$ cat src/rtl/commit_trace_fifo.sv
// commit_trace_fifo: packs committed GRF writes and stores into trace records
// and buffers them in a FIFO behind a valid/ready interface.
module commit_trace_fifo #(
  parameter int DEPTH = 16,
  parameter int CNT_W = 5
) (
  input  logic             clk,
  input  logic             reset,
  input  logic             w_grf_we,
  input  logic [4:0]       w_grf_addr,
  input  logic [31:0]      w_grf_wdata,
  input  logic [31:0]      w_inst_addr,
  input  logic [31:0]      m_data_addr,
  input  logic [31:0]      m_data_wdata,
  input  logic [3:0]       m_data_byteen,
  input  logic [31:0]      m_inst_addr,
  output logic             rec_valid,
  input  logic             rec_ready,
  output logic             rec_kind,
  output logic [31:0]      rec_pc,
  output logic [31:0]      rec_addr,
  output logic [31:0]      rec_data,
  output logic [3:0]       rec_byteen,
  output logic [CNT_W-1:0] level,
  output logic             overflow,
  output logic [15:0]      drop_cnt
);
  localparam int AW = $clog2(DEPTH);
  localparam int RW = 101;
  logic [RW-1:0]    mem_q [DEPTH];
  logic [AW-1:0]    wr_ptr_q, rd_ptr_q, wr_ptr_d, rd_ptr_d;
  logic [CNT_W-1:0] level_q, level_d, free;
  logic             overflow_q;
  logic [15:0]      drop_cnt_q, drop_cnt_d;
  logic [16:0]      drop_sum;
  logic             grf_ev, st_ev, acc_grf, acc_st, pop;
  logic [1:0]       n_push, n_drop;
  logic [RW-1:0]    grf_rec, st_rec;
  assign grf_ev  = w_grf_we && (w_grf_addr != 5'd0);
  assign st_ev   = |m_data_byteen;
  assign grf_rec = {1'b0, w_inst_addr, 27'd0, w_grf_addr, w_grf_wdata, 4'hF};
  assign st_rec  = {1'b1, m_inst_addr, m_data_addr[31:2], 2'b00, m_data_wdata, m_data_byteen};
  assign rec_valid = level_q != '0;
  assign pop       = rec_valid && rec_ready;
  // a pop on this edge frees a slot for this edge's push
  assign free    = CNT_W'(DEPTH) - level_q + CNT_W'(pop);
  assign acc_grf = grf_ev && (free != '0);
  assign acc_st  = st_ev && (free >= (grf_ev ? CNT_W'(2) : CNT_W'(1)));
  assign n_push  = {1'b0, acc_grf} + {1'b0, acc_st};
  assign n_drop  = {1'b0, grf_ev & ~acc_grf} + {1'b0, st_ev & ~acc_st};
  assign level_d    = level_q + CNT_W'(n_push) - CNT_W'(pop);
  assign wr_ptr_d   = wr_ptr_q + AW'(n_push);
  assign rd_ptr_d   = rd_ptr_q + AW'(pop);
  assign drop_sum   = {1'b0, drop_cnt_q} + 17'(n_drop);
  assign drop_cnt_d = drop_sum[16] ? 16'hFFFF : drop_sum[15:0];
  assign {rec_kind, rec_pc, rec_addr, rec_data, rec_byteen} = mem_q[rd_ptr_q];
  assign level    = level_q;
  assign overflow = overflow_q;
  assign drop_cnt = drop_cnt_q;
  always_ff @(posedge clk or negedge reset) begin
    if (!reset) begin
      wr_ptr_q   <= '0;
      rd_ptr_q   <= '0;
      level_q    <= '0;
      overflow_q <= 1'b0;
      drop_cnt_q <= '0;
    end else begin
      wr_ptr_q   <= wr_ptr_d;
      rd_ptr_q   <= rd_ptr_d;
      level_q    <= level_d;
      overflow_q <= overflow_q | (n_drop != 2'd0);
      drop_cnt_q <= drop_cnt_d;
    end
  end
  // GRF record is older, so it takes the first free slot
  always_ff @(posedge clk) begin
    if (acc_grf || acc_st) mem_q[wr_ptr_q] <= acc_grf ? grf_rec : st_rec;
    if (acc_grf && acc_st) mem_q[wr_ptr_q + AW'(1)] <= st_rec;
  end
endmodule
$ cat config.mk
export PLATFORM = sky130hd
export DESIGN_NAME = commit_trace_fifo
export DESIGN_NICKNAME = d
export VERILOG_FILES = /design/src/rtl/commit_trace_fifo.sv
export SDC_FILE = /design/constraint.sdc
export NUM_CORES = 2
export LEC_CHECK = 0
export ABC_AREA = 1
export CAP_MARGIN = 20
export CORE_MARGIN = 1
export CORE_UTILIZATION = 50
export DETAILED_ROUTE_END_ITERATION = 8
export MAX_ROUTING_LAYER = met4
export PLACE_DENSITY = 0.67
export REMOVE_ABC_BUFFERS = 1
export SLEW_MARGIN = 5
export SYNTH_ARGS = -nofsm -noshare
export SYNTH_HDL_FRONTEND = slang
export SYNTH_SLANG_ARGS = --single-unit
$ cat constraint.sdc
create_clock -name clk -period 11.15 [get_ports clk]
set_clock_uncertainty 0.1 [all_clocks]
set_input_delay 1.115 -clock clk [delete_from_list [all_inputs] [get_ports clk]]
set_output_delay 1.115 -clock clk [all_outputs]
set_load 0.1 [all_outputs]
==> summary.md <==
| Metric | Value |
|---|---|
| Start of the worst register-to-register path | level[3] |
| First-pass GRT wire length | 457000 µm |
| Fmax | 130 MHz |
| Critical Path Source Type | register |
| DIE AREA | 173000 µm² |
| RSZ-0062 raised after global routing | no |
| Synth Flop Type | edfxtp_1 |
| GR Layer Usage met2 | 0.561 |
| Drt wl/cell | 26.7 µm |
| Area delta synth->final | 9.44% |
| CTS max path bufs | 3 |
| GRT met3 Usage | 0.0713 |
| Detail-routed via count per cell | 6.30 |
| Delay-heaviest family, CP | buffers and inverters |
| DP HPWL | 154000 µm |
| Seq/Total Area, Yosys | 0.570 |
| Clk root buf | clkbuf_16 |
| Antenna violations before repair | 27 |
| Hold Violations, Final | 0 |
| Yosys warnings | 0 |
| CP Cell Sequence | buf_4 > nand2_4 > inv_6 > buf_4 > nand3_1 > nand2_1 > a21oi_1 > o21ai_0 > nand2_1 > clkdlybuf4s50_1 |
| Vias in the first global route | 69651 |
| Start point of the worst hold path | mem_q[8][37] |
| Setup repair bufs after CTS | 0 |
| Layout cells sized above 1 | 0.0567 |
| Crit path max-delay cell type | clkdlybuf4s50_1 |
| Largest net degree at the start of global routing | 213 |
| Grt total ovfl | 0 |
| Worst Setup End Kind | primary output |
| Total Routing Usage GR | 0.367 |
| LEAKAGE | 38.2 nW |
| WP buf/inv | 4 |
| GR Util met1 | 0.455 |
| Area contributors post-synth | edfxtp_1 (55%), nand2_1 (15%), nand3_1 (8.0%), nor2_1 (4.1%), o21ai_0 (3.0%) |
| Post-route setup slack | 3.46 ns |
| Setup TNS Final | 0 ns |
| Gpl congestion | 0.880 |
| CP max FO | 71 |
| CTS tree | done |
| Top cell type's share of synthesized area | 0.550 |
| Die width | 416 µm |
| # setup viols final | 0 |
| Hold slack final | 0.354 ns |
| Fin crit period | 7.69 ns |
| Worst R2R End | mem_q[3][27] |
| 1st-pass router iterations | 9 |
| Max rail drop VDD | 0.356 mV |
| Non-filler instance count after layout | 11819 |
| GR peak layer | met2 |
| Tcrit/Tclk final | 0.689 |
| Final Max Slew Viols | 0 |
| WL final | 316000 µm |
| # hold bufs at CTS | 0 |
| Placed Cells | 11469 |
| I/O pin count | 297 |
| Pre-CTS setup slack | 3.96 ns |
| Rows | 151 |
| Core footprint | 170000 µm² |
| Fin util | 0.552 |
| Rel. slew slack | 0.134 |
| Tot Pwr | 29.4 mW |
| Synth cell types | 39 |
| Synth async-reset ratio | 0.0182 |
| Initial Utilization | 0.504 |
| Worst path arrival time | 6.47 ns |
| CP peak stage delay | 1.08 ns |
| Hold depth | 2 |
| DP Area | 87900 µm² |
| CP Class | reg2out |
| Max Cap Violations | 0 |
| Worst-Skew Late Latency | 0.85 ns |
| Worst Hold Class | reg2reg |
| Filler cells | 14816 |
| Pwr dens | 314 nW/µm² |
| # clock sinks | 1646 |
| Residual DRC | 0 |
| Via Count | 74449 |
| Fin area | 93700 µm² |
| Mean Syn Cell Area | 8.78 µm² |
| Final nets | 9626 |
| #FFs+latches synth | 1646 |
| Clk slew on worst S/H paths | 0.06 ns |
| Synth top cells by count | nand2_1 (3312), edfxtp_1 (1568), nand3_1 (1363) |
| PortBufs | 294 |
| # resized after CTS | 0 |
| CTS H-tree depth | 4 |
| Critical Path RT | 9.94 ns |
| Post-Syn Area | 85600 µm² |
| FF-to-FF setup slack | 4.64 ns |
| Post-synth EDFFs | 1568 |
| Post-Synthesis Cells | 9751 |
| Die height | 416 µm |
| Post-DRT Antenna Nets | 0 |
| Hold EP | mem_q[8][37] |
| Largest area contributor in the netlist | edfxtp_1 |
| Tightest Pin Transition | 1.30 ns |
| Outcome | finished clean |
| 1st-iter DRT viols | 11101 |
| Reg2reg path depth | 18 |
| Count leader, synth | nand2_1 |
| Total CTS buffers | 176 |
-- registers in the layout, indices dropped and copies added (netlist names) --
register / flops
wr_ptr_q: 4
rd_ptr_q: 4
level: 5
overflow: 1
mem_q: 1616
drop_cnt: 16
-- layer usage --
metal	wire length [µm]	vias to the layer above
met5	0	-
met1	109000	35052
met3	43300	1273
met4	20200	0
li1	-	32287
met2	143000	5837
-- tightest hold or removal path, cell delays in order (launching register included) --
cell,delay (ns)
dfxtp_1,0.31
nand2_1,0.06
nand2_1,0.04
-- area by class of cell --
cell class,count,area [µm²],share of cell area
diodes,27,67.6,0.000721
clock inverters,106,1030,0.0110
clock buffers,217,4620,0.0493
repair buffers,395,3810,0.0407
flip-flops and latches,1646,48800,0.521
well taps,2218,2780,0.0296
inverters,270,1120,0.0120
multi-input cells,6940,31400,0.335
-- logic make-up after synthesis --
group | after synthesis | share of synthesized area
XOR/XNOR | 13 | 0.00133
AND/OR/NAND/NOR | 5846 | 0.294
AO/OA/AOI/OAI | 1057 | 0.0660
adder cells (fa/ha/maj) | 24 | 0.00377
flip-flops | 1646 | 0.570
buffers and inverters | 1165 | 0.0644
-- cell usage in the layout (no fill, tap or decap), types with 4 or more instances in the layout --
| cell | n |
|---|---|
| nand3b_1 | 4 |
| nand3_2 | 23 |
| nor2_4 | 6 |
| buf_12 | 9 |
| nand4_1 | 82 |
| o211ai_1 | 78 |
| diode_2 | 27 |
| inv_4 | 29 |
| clkbuf_16 | 178 |
| o21ai_0 | 521 |
| nor2_1 | 941 |
| o21ai_1 | 16 |
| clkbuf_1 | 37 |
| buf_4 | 92 |
| ha_1 | 21 |
| nand2_1 | 3294 |
| dfxtp_1 | 48 |
| nor3_1 | 4 |
| inv_2 | 5 |
| inv_8 | 4 |
| inv_6 | 12 |
| clkdlybuf4s50_1 | 294 |
| edfxtp_1 | 1568 |
| bufinv_16 | 17 |
| nand2_4 | 27 |
| nand3_1 | 1363 |
| clkinv_1 | 45 |
| dfrtp_4 | 4 |
| nand2_2 | 26 |
| inv_1 | 230 |
| a21oi_1 | 315 |
| xor2_1 | 12 |
| nand3_4 | 71 |
| inv_16 | 4 |
| o22ai_1 | 124 |
| clkinv_2 | 24 |
| dfrtp_1 | 26 |
-- report_power, final --
group / internal, mW / switching [mW]
registers: 8.79 / 0.458
logic: 2.87 / 11.3
clock network: 3.34 / 2.58
total: 15.0 / 14.4
-- worst max-delay path by stage --
| stage | slack (ns) | cells past startpoint | from | endpoint |
|---|---|---|---|---|
| 6_report | 3.46 | 10 | rd_ptr_q[1] | rec_data[2] |
| 5_1_grt | 3.50 | 10 | rd_ptr_q[1] | rec_data[2] |
| 4_1_cts | 3.75 | 10 | rd_ptr_q[1] | rec_data[2] |
| 3_5_place_dp | 3.96 | 12 | w_grf_addr[0] | mem_q[3][74] |
| 3_3_place_gp | 3.95 | 12 | w_grf_addr[0] | mem_q[3][74] |
| 2_1_floorplan | -25.74 | 7 | rd_ptr_q[0] | rec_addr[1] |
Note: power is estimated with default switching activity, not from simulation.
